<file path="config.mk">
export PLATFORM = sky130hd
export DESIGN_NAME = blit_loop_counter
export DESIGN_NICKNAME = d
export VERILOG_FILES = /design/src/rtl/blit_cnt_pkg.sv /design/src/rtl/blit_cnt_chan.sv /design/src/rtl/blit_loop_counter.sv
export SDC_FILE = /design/constraint.sdc
export NUM_CORES = 1
export LEC_CHECK = 0
export ABC_AREA = 1
export CAP_MARGIN = 10
export CORE_MARGIN = 2
export CORE_UTILIZATION = 45
export DETAILED_ROUTE_END_ITERATION = 7
export GPL_TIMING_DRIVEN = 0
export HOLD_SLACK_MARGIN = 0.12
export PLACE_DENSITY = 0.82
export SYNTH_ARGS = -nofsm -noshare
export SYNTH_HDL_FRONTEND = slang
export SYNTH_SLANG_ARGS = --single-unit
</file>
<file path="constraint.sdc">
create_clock -name sys_clk -period 1.7 [get_ports sys_clk]
set_input_delay 0.51 -clock sys_clk [delete_from_list [all_inputs] [get_ports sys_clk]]
set_output_delay 0.51 -clock sys_clk [all_outputs]
set_load 0.02 [all_outputs]
</file>
<file path="src/rtl/blit_cnt_pkg.sv">
// rtl/blit_cnt_pkg.sv - shared defaults and count-bus slicing for the blitter loop counters
package blit_cnt_pkg;

    localparam int DEF_WIDTH = 16;
    localparam int DEF_NCH   = 2;

    // Bit offset of channel ch inside the packed count bus
    function automatic int chan_lsb(input int ch, input int width);
        return ch * width;
    endfunction

endpackage

</file>
<file path="src/rtl/blit_cnt_chan.sv">
// rtl/blit_cnt_chan.sv - one blitter loop down-counter channel with reload and terminal pulse
module blit_cnt_chan
    import blit_cnt_pkg::*;
#(
    parameter int WIDTH = DEF_WIDTH
) (
    input  logic             sys_clk,
    input  logic             resetl,
    input  logic             tick,
    input  logic             countld,
    input  logic [WIDTH-1:0] ld_data,
    input  logic             dec,
    input  logic             autorl,
    output logic [WIDTH-1:0] count,
    output logic             term,
    output logic             term_nxt
);

    localparam logic [WIDTH-1:0] ONE = WIDTH'(1);

    logic [WIDTH-1:0] reload_q;
    logic [WIDTH-1:0] count_nxt;

    // Next count and next terminal flag; load wins over decrement, term_nxt
    // is exported so the following channel can cascade within the same tick
    always_comb begin
        count_nxt = count;
        term_nxt  = 1'b0;
        if (tick) begin
            if (countld) begin
                count_nxt = ld_data;
            end else if (dec) begin
                if (count == ONE) begin
                    term_nxt  = 1'b1;
                    count_nxt = autorl ? reload_q : '0;
                end else begin
                    count_nxt = count - ONE;
                end
            end
        end
    end

    // Count, reload value and one-cycle terminal pulse registers
    always_ff @(posedge sys_clk or negedge resetl) begin
        if (!resetl) begin
            count    <= '0;
            reload_q <= '0;
            term     <= 1'b0;
        end else begin
            count <= count_nxt;
            term  <= term_nxt;
            if (tick && countld) begin
                reload_q <= ld_data;
            end
        end
    end

endmodule

</file>
<file path="src/rtl/blit_loop_counter.sv">
// rtl/blit_loop_counter.sv - bank of blitter loop down-counters ticked by the phase clock
module blit_loop_counter
    import blit_cnt_pkg::*;
#(
    parameter int WIDTH   = DEF_WIDTH,
    parameter int NCH     = DEF_NCH,
    parameter int CASCADE = 0
) (
    input  logic                 sys_clk,
    input  logic                 resetl,
    input  logic                 clk,
    input  logic [NCH-1:0]       countld,
    input  logic [WIDTH-1:0]     ld_data,
    input  logic [NCH-1:0]       cntena,
    input  logic [NCH-1:0]       autorl,
    output logic [NCH-1:0]       zero,
    output logic [NCH-1:0]       term,
    output logic [NCH*WIDTH-1:0] count
);

    logic old_clk;
    logic tick;

    // Phase clock history; resets high so a clk already high at release is not a tick
    always_ff @(posedge sys_clk or negedge resetl) begin
        if (!resetl) begin
            old_clk <= 1'b1;
        end else begin
            old_clk <= clk;
        end
    end

    assign tick = ~old_clk & clk;

    for (genvar gi = 0; gi < NCH; gi++) begin : gen_ch
        logic             dec_w;
        logic             term_nxt_w;
        logic [WIDTH-1:0] count_w;

        if (gi == 0 || CASCADE == 0) begin : gen_dec_plain
            assign dec_w = cntena[gi];
        end else begin : gen_dec_cascade
            assign dec_w = cntena[gi] & gen_ch[gi-1].term_nxt_w;
        end

        blit_cnt_chan #(
            .WIDTH (WIDTH)
        ) u_chan (
            .sys_clk  (sys_clk),
            .resetl   (resetl),
            .tick     (tick),
            .countld  (countld[gi]),
            .ld_data  (ld_data),
            .dec      (dec_w),
            .autorl   (autorl[gi]),
            .count    (count_w),
            .term     (term[gi]),
            .term_nxt (term_nxt_w)
        );

        assign count[chan_lsb(gi, WIDTH) +: WIDTH] = count_w;
        assign zero[gi] = (count_w == '0);
    end

endmodule
</file>
# == Word level (Yosys, flattened, before mapping) ==
# Cells that the tools add are included.
# totals
register_bits,67
in_bits,25
output_inout_bits,36
# op_classes
n_addsub,2
eq_ne,2
mux,16
bitwise_logic,2
n_reduce_logical,8
# op_table
operator,n
two-way mux 16 bit,8
equality test 16 x 1 -> 1 bit (second input constant),2
logical NOT 16 bit,2
subtractor 16 x 1 -> 16 bit (second input constant),2
two-way mux 1 bit,8
AND reduction 2 bit,2
nonzero test 2 bit,2
logical AND 1 bit,2
bitwise AND 1 bit,1
inverter 1 bit,1

# == Logic depth before layout (Yosys ltp) ==
# Gate-level depths: netlist (run 1).
# logic_depth
word_depth,5
ltp_mapped,12

# == By module ==
# A second synthesis (run 1) with hierarchy kept.
# hier_totals
hier_cells,663
area_unflattened_um2,4450.5
# by_module_without_submodules
mod,n_inst,cells_per_inst,area_each_um2
blit_cnt_chan,2,303,2104.5
blit_loop_counter,1,57,241.5

# == Least setup slack after synthesis (run 1) ==
# Ideal clock, no wire load.
# synth_path
path_kind,reg-to-output
from,register gen_ch[1].u_chan.count[0]
to,output zero[1]
arrival_time_ns,1.754
path_slack_ns,-0.564
path_stages_with_launch,7
n_path_buf,0
cell_sequence,dfrtp_1 > inv_1 > ha_1 > nand2_1 > nor2_1 > nand2_1 > nor4_1
# synth_via
elab_chain_len,1
# synth_rtl
item,line,text
start: declaration,blit_cnt_chan.sv:14,"output logic [WIDTH-1:0] count,"
start signal: assignment,blit_cnt_chan.sv:50,count <= count_nxt;
logical NOT 16 bit,blit_loop_counter.sv:62,assign zero[gi] = (count_w == '0);
end: declaration,blit_loop_counter.sv:16,"output logic [NCH-1:0] zero,"
# Every way passes these cells.

# == Worst setup path in the final report (run 1) ==
# layout_path
from,register gen_ch[0].u_chan.count[0]
to,output zero[0]
# layout_via
elab_chain_len,1
# layout_rtl
item,line
start: declaration,blit_cnt_chan.sv:14
start signal: assignment,blit_cnt_chan.sv:50
logical NOT 16 bit,blit_loop_counter.sv:62
# Every way passes these cells.

==> impl_metrics.yaml, run 1 <==
sta:
  timing.final.crit_period_ns: 2.16
  max_freq_mhz: 463
  whs_ns: 0.267
  fin_crit_sh_pct: 127
  rsz0062_at_grt: "true"
  final.setup_skew_ns: 0.0110
  hold_violations: 0
  finalSetupViolCount: 8
  worst_pin_slew_ns: 0.864
  drv_slew: 0
  setup_slack_ns: -0.459
  relSlewSlack_pct: 42.4
logic_synthesis:
  yosysWarnings: 0
  syn-cell-area_sq_um: 4150
  synthAdderAreaFrac_pct: 1.21
  synth.mux.area_fraction_pct: 0
  ys_seq_area_share_pct: 40.4
  synth_simple_gate_area_share_pct: 38.3
  synth_top_family_by_area: "simple AND/OR/NAND/NOR gates"
  yosys_register_bits: 67
  syn_nets: 657
  synth_compound_area_share_pct: 10.5
  yosys.area_share.xor_xnor_pct: 1.27
  yosysUniqueCellTypes: 25
  syn_inst: 628
  avgSynthCellArea_sq_um: 6.61
setup_path:
  slowest_delay_ns: 0.42
  path_cells: "inv_2, ha_4, nand2_4, nor2_4, nand4_1, nor2_4, buf_6"
  critPathSlowestCell: "dfrtp_2"
  crit_family: "simple AND/OR/NAND/NOR gates"
  r2r_start: "gen_ch[0].u_chan.count[1]"
  r2r_end: "gen_ch[0].u_chan.count[11]"
  cp_num_buf_inv: 2
  critPathLaunchType: "register"
  cp-end-kind: "output pin"
  r2r_slack_ns: -0.04
  crit_fanout: 2
  crit_path_frequent_cell: "nor2_4"
  critPathKind: "reg2out"
  arrival_ns: 1.65
  rr_worst_depth: 12
  required_ns: 1.19
drt:
  dr.pass1.iters: 5
  wirelength_mm: 13.4
  drtIter0Drc: 425
  viasPerCell: 5.56
  drc_errors: 0
  antenna_left: 0
  num_vias: 4737
  wl_per_cell_microns: 15.8
layout:
  nFillCells: 743
  stdcell_area_sq_um: 5780
  finalNonFillerCells: 852
  layout.nets: 765
  synthToLayoutAreaGrowth_pct: 39.3
  drive_above_1_share_pct: 26.0
  antennaDiodeCount: 0
global_route:
  grt_max_degree: 68
  grt_pass1_wl_mm: 20.9
  gr-total-overflow: 0
  grt_pass1_vias: 4519
  grt_usage_pct: 26.1
  antenna_found_initial: 0
placed_design:
  io_buffers: 58
  gp_congestion: 0.875
  dpl-instance-area_sq_um: 4950
  dp_hpwl_mm: 8.43
  dp.cells: 797
  pre_cts_ws_ns: -0.694
floorplanning:
  core-area_sq_um: 9110
  dieArea_sq_um: 10000
  boundaryPins: 61
  start_util_pct: 45.6
  die_w_microns: 100
  fp.dieH_microns: 100
  num_rows: 35
hold_path:
  hold_class: "in2async"
pwr:
  p_per_area_nw_per_um2: 1100
  cellLeakagePower_nw: 2.90
  power_mw: 6.35
  peakVddDrop_mv: 0.476
job:
  cap_viol_max_count: 0
clocking:
  worstSkewPairLatency_ns: 0.35
  clock_path_buffers: 2
  numCtsBuffers: 9
  clock-sinks: 67
  clockRootBuffer: "clkbuf_8"
  holdBufCountCts: 0
  htree_levels: 3
  clkTransAtPathRegs_ns: 0.08
  cts_tree: "done"
status:
  status: "complete, but fails checks"
  violations: "setup timing"
[layer usage]
metal,vias up,global-route usage (%),wire length [microns]
li1,2188,-,-
met1,2247,35.4,5480
met2,260,42.9,6550
met3,42,3.69,1020
met4,0,9.06,366
met5,-,0,0
[state kept, by name (all words and copies together), names as in the netlist]
register	cells
gen_ch.u_chan.count	32
gen_ch.u_chan.reload_q	32
gen_ch.u_chan.term	2
old_clk	1
[cells in the final DEF (no fill, tap or decap), types with 21 or more instances in the layout]
| cell type | instances |
|---|---|
| nand3_1 | 43 |
| clkdlybuf4s50_1 | 21 |
| inv_1 | 54 |
| dfrtp_2 | 21 |
| dfrtp_1 | 45 |
| nor2_1 | 46 |
| a21oi_1 | 38 |
| nand2_1 | 221 |
| buf_4 | 40 |
| o21ai_0 | 29 |
[layout make-up]
class,instances,area (sq um),area share [%]
Inverter,61,234,4.05
Tap cell,111,139,2.40
Multi-Input combinational cell,476,2450,42.5
Clock inverter,6,136,2.36
Buffer,24,175,3.03
Sequential cell,67,1700,29.5
Timing Repair Buffer,97,800,13.8
Clock buffer,10,138,2.38
[cell families (layout without fill, tap and decap cells)]
group	after synthesis	count (layout)
adders and majority gates	4	4
AOI/OAI and AO/OA	86	86
xor gates and xnor gates	6	6
buffers and inverters	85	198
DFF	67	67
and+or+nand+nor	380	380
[per-stage QoR]
step                      util (%)  TNS, ns
after CTS                     60.6   -0.777
after detailed placement      54.4   -37.21
final                         63.4   -0.868
after global routing          63.4    -2.80
after global placement        54.4  -173.20
after floorplan                  -   -0.207
[worst register-to-register path, cell delays in order, from the launching register on]
cell and delay [ns]:
dfrtp_2 0.42, inv_2 0.08, buf_4 0.11, ha_4 0.13, nand2_1 0.08, nor2_4 0.16, nand2_4 0.09, nor2_4 0.16
buf_6 0.15, nand2_1 0.07, nand3_1 0.08, nand2_1 0.08, nand2_1 0.06
[synth_stat cells (all sizes together)]
library cell,count,area [sq um]
clkbuf,16,60.1
o21ai,42,210
nand3b,2,15.0
dfstp,1,26.3
nand4,3,18.8
dfrtp,66,1650
nand2,251,960
xnor2,3,26.3
a21oi,42,210
ha,4,50.1
inv,59,221
nand3,51,255
nor4,1,6.26
nor2,72,333
buf,8,57.6
o21bai,2,15.0
xor2,3,26.3
clkinv,2,7.51
[how the worst max path moves through the flow]
stage                                    from                    endpoint  slack (ns)  cells past startpoint
finish              gen_ch[0].u_chan.count[0]                     zero[0]       -0.46                      7
global placement                       resetl   gen_ch[1].u_chan.count[1]       -2.33                      1
detailed placement                        clk  gen_ch[0].u_chan.count[11]       -0.69                      8
CTS                 gen_ch[0].u_chan.count[0]                     zero[0]       -0.34                      7
floorplan           gen_ch[1].u_chan.count[1]                     zero[1]       -0.11                      6
global route        gen_ch[0].u_chan.count[0]                     zero[0]       -0.50                      7
[timing repair]
item,CTS,global route
cloned,1,3
setup endpoints to repair,100,84
resized for setup,110,136
pin swaps,14,26
buffers inserted,32,12
[power breakdown]
group          switching [mW]  total, mW  internal [mW]
clock network           0.666       1.83           1.17
registers               0.333       2.23           1.89
logic                    1.39       2.29          0.900
total                    2.39       6.35           3.96
No activity file was read; power rests on OpenSTA's default activity.
==> inputs of run 2 (changes only) <==
Settings changed: TNS_END_PERCENT from default to 50.
==> run 2 against run 1 <==
- the run still ends with setup timing left
- sequential share of layout area down 0.56 points
- first-iteration DRC count up 62%
- critical path depth is the same
- fmax is 2.3% higher
- core utilization rose by 1.2 points
- clock skew about the same
- routed wire length grew 8.8%
- critical endpoint unchanged
- largest cell class unchanged
- highest routed layer unchanged
==> impl_metrics.yaml, run 2 (synthesis results as in run 1) <==
sta:
  finalSetupViolCount: 18
  setup_slack_ns: -0.409
  relSlewSlack_pct: 43.0
  max_freq_mhz: 474
  drv_slew: 0
  fin_setup_tns_ns: -1.56
  timing.final.crit_period_ns: 2.11
  final.setup_skew_ns: 0.0113
  rsz0062_at_grt: "true"
  hold_violations: 0
  fin_crit_sh_pct: 124
  worst_pin_slew_ns: 0.855
floorplanning:
  dieArea_sq_um: 10000
  num_rows: 35
  start_util_pct: 45.6
  die_w_microns: 100
  boundaryPins: 61
  fp.dieH_microns: 100
  core-area_sq_um: 9110
setup_path:
  r2r_slack_ns: -0.12
  cp-end-kind: "output pin"
  slowest_delay_ns: 0.41
  critPathSlowestCell: "dfrtp_2"
  crit_path_frequent_cell: "nor2_4"
  cp_num_buf_inv: 2
  required_ns: 1.19
  path_cells: "inv_2, ha_4, nand2_4, nor2_4, nand4_1, nor2_4, buf_6"
  worstSetupStartpoint: "gen_ch[0].u_chan.count[0]"
  r2r_start: "gen_ch[1].u_chan.count[1]"
  critPathLaunchType: "register"
  critPathKind: "reg2out"
  crit_family: "simple AND/OR/NAND/NOR gates"
  arrival_ns: 1.60
  crit_fanout: 2
global_route:
  grt_max_degree: 68
  gr-total-overflow: 0
  grt_pass1_wl_mm: 20.9
  antenna_found_initial: 0
  grt_pass1_vias: 4529
  grt_usage_pct: 26.1
pwr:
  switching_share_pct: 39.7
  intPower_mw: 3.77
  peakVddDrop_mv: 0.579
  seq_power_share_pct: 36.0
  power.switching_mw: 2.49
  p_per_area_nw_per_um2: 1060
  cellLeakagePower_nw: 2.95
  combinationalPowerShare_pct: 39.0
  clockPowerShare_pct: 25.0
placed_design:
  io_buffers: 58
  gp_congestion: 0.874
  dp.cells: 797
  dp_hpwl_mm: 8.61
drt:
  viasPerCell: 5.75
  antenna_left: 0
  dr.pass1.iters: 5
  wl_per_cell_microns: 16.9
  drc_errors: 0
  num_vias: 4974
  drtIter0Drc: 689
  wirelength_mm: 14.6
clocking:
  worstSkewPairLatency_ns: 0.36
  htree_levels: 3
  holdBufCountCts: 0
  clockRootBuffer: "clkbuf_8"
  clkTransAtPathRegs_ns: 0.08
  numCtsBuffers: 9
  clock_path_buffers: 2
  cts_tree: "done"
  clock-sinks: 67
status:
  violations: "setup timing"
  status: "complete, but fails checks"
layout:
  synthToLayoutAreaGrowth_pct: 41.8
  drive_above_1_share_pct: 27.9
  final_util_pct: 64.6
  layout.nets: 778
  antennaDiodeCount: 0
  reg_top3: "gen_ch.u_chan.count (32), gen_ch.u_chan.reload_q (32), gen_ch.u_chan.term (2)"
  finalNonFillerCells: 865
  layout_common_cells: "221 x nand2_1, 54 x inv_1, 51 x buf_4, 46 x dfrtp_1, 42 x nor2_1"
  layout_commonest_cell: "nand2_1"
job:
  cap_viol_max_count: 0
hold_path:
  hold_class: "in2async"
[run 2: cell types whose count changed in the layout (fill, tap and decap cells not counted), sizes merged]
| cell | previous run | this run |
|---|---|---|
| dlymetal6s2s | 0 | 1 |
| clkbuf | 25 | 27 |
| clkdlybuf4s50 | 21 | 20 |
| bufinv | 4 | 2 |
| buf | 67 | 77 |
| clkdlybuf4s15 | 5 | 8 |
[run 2: repair_timing]
item | CTS | global route
hold endpoints to repair | 0 | 0
gates resized for setup | 104 | 123
endpoints found under the setup margin | 100 | 84
pin swaps | 17 | 26
buffers inserted | 39 | 15
gates cloned | 1 | 4
[run 2: per-layer routing]
metal	GRT usage [%]	share of wire [%]
met1	34.9	40
met2	42.6	47
met3	4.32	8.5
met4	10.4	4.7
met5	0	0
[run 2: worst paths after layout]
path | cells past startpoint | endpoint
max in group asynchronous | 1 | gen_ch[0].u_chan.count[11]
min in group sys_clk | 1 | old_clk
max reg2reg | 13 | gen_ch[1].u_chan.count[13]
min | 1 | gen_ch[0].u_chan.count[3]
min reg2reg | 2 | gen_ch[0].u_chan.reload_q[1]
max | 7 | zero[0]
[run 2: area by class of cell]
| cell class | instances | area (sq um) |
|---|---|---|
| Sequential cell | 67 | 1700 |
| Multi-Input combinational cell | 476 | 2510 |
| Fill cell | 713 | 3220 |
| Tap cell | 111 | 139 |
| Inverter | 61 | 234 |
| Clock buffer | 12 | 155 |
| Buffer | 24 | 164 |
| Timing Repair Buffer | 110 | 907 |
| Clock inverter | 4 | 72.6 |
[run 2: power groups by stage]
stage	sequential, mW	clock (mW)	combinational, mW
after floorplan	2.36	0	1.05
after global placement	2.24	0	1.84
after detailed placement	2.25	0	1.88
after CTS	2.19	1.54	2.10
after global routing	2.29	1.64	2.65
final	2.26	1.56	2.44
[run 2: per-stage QoR]
stage	cell area [sq um]	total power, mW	hold WS (ns)	setup slack, ns
after floorplan	4240	3.41	0.214	-0.111
after global placement	4950	4.07	0.471	-2.33
after detailed placement	4950	4.13	0.474	-0.739
after CTS	5540	5.84	0.300	-0.343
after global routing	5890	6.58	0.299	-0.455
final	5890	6.26	0.235	-0.409
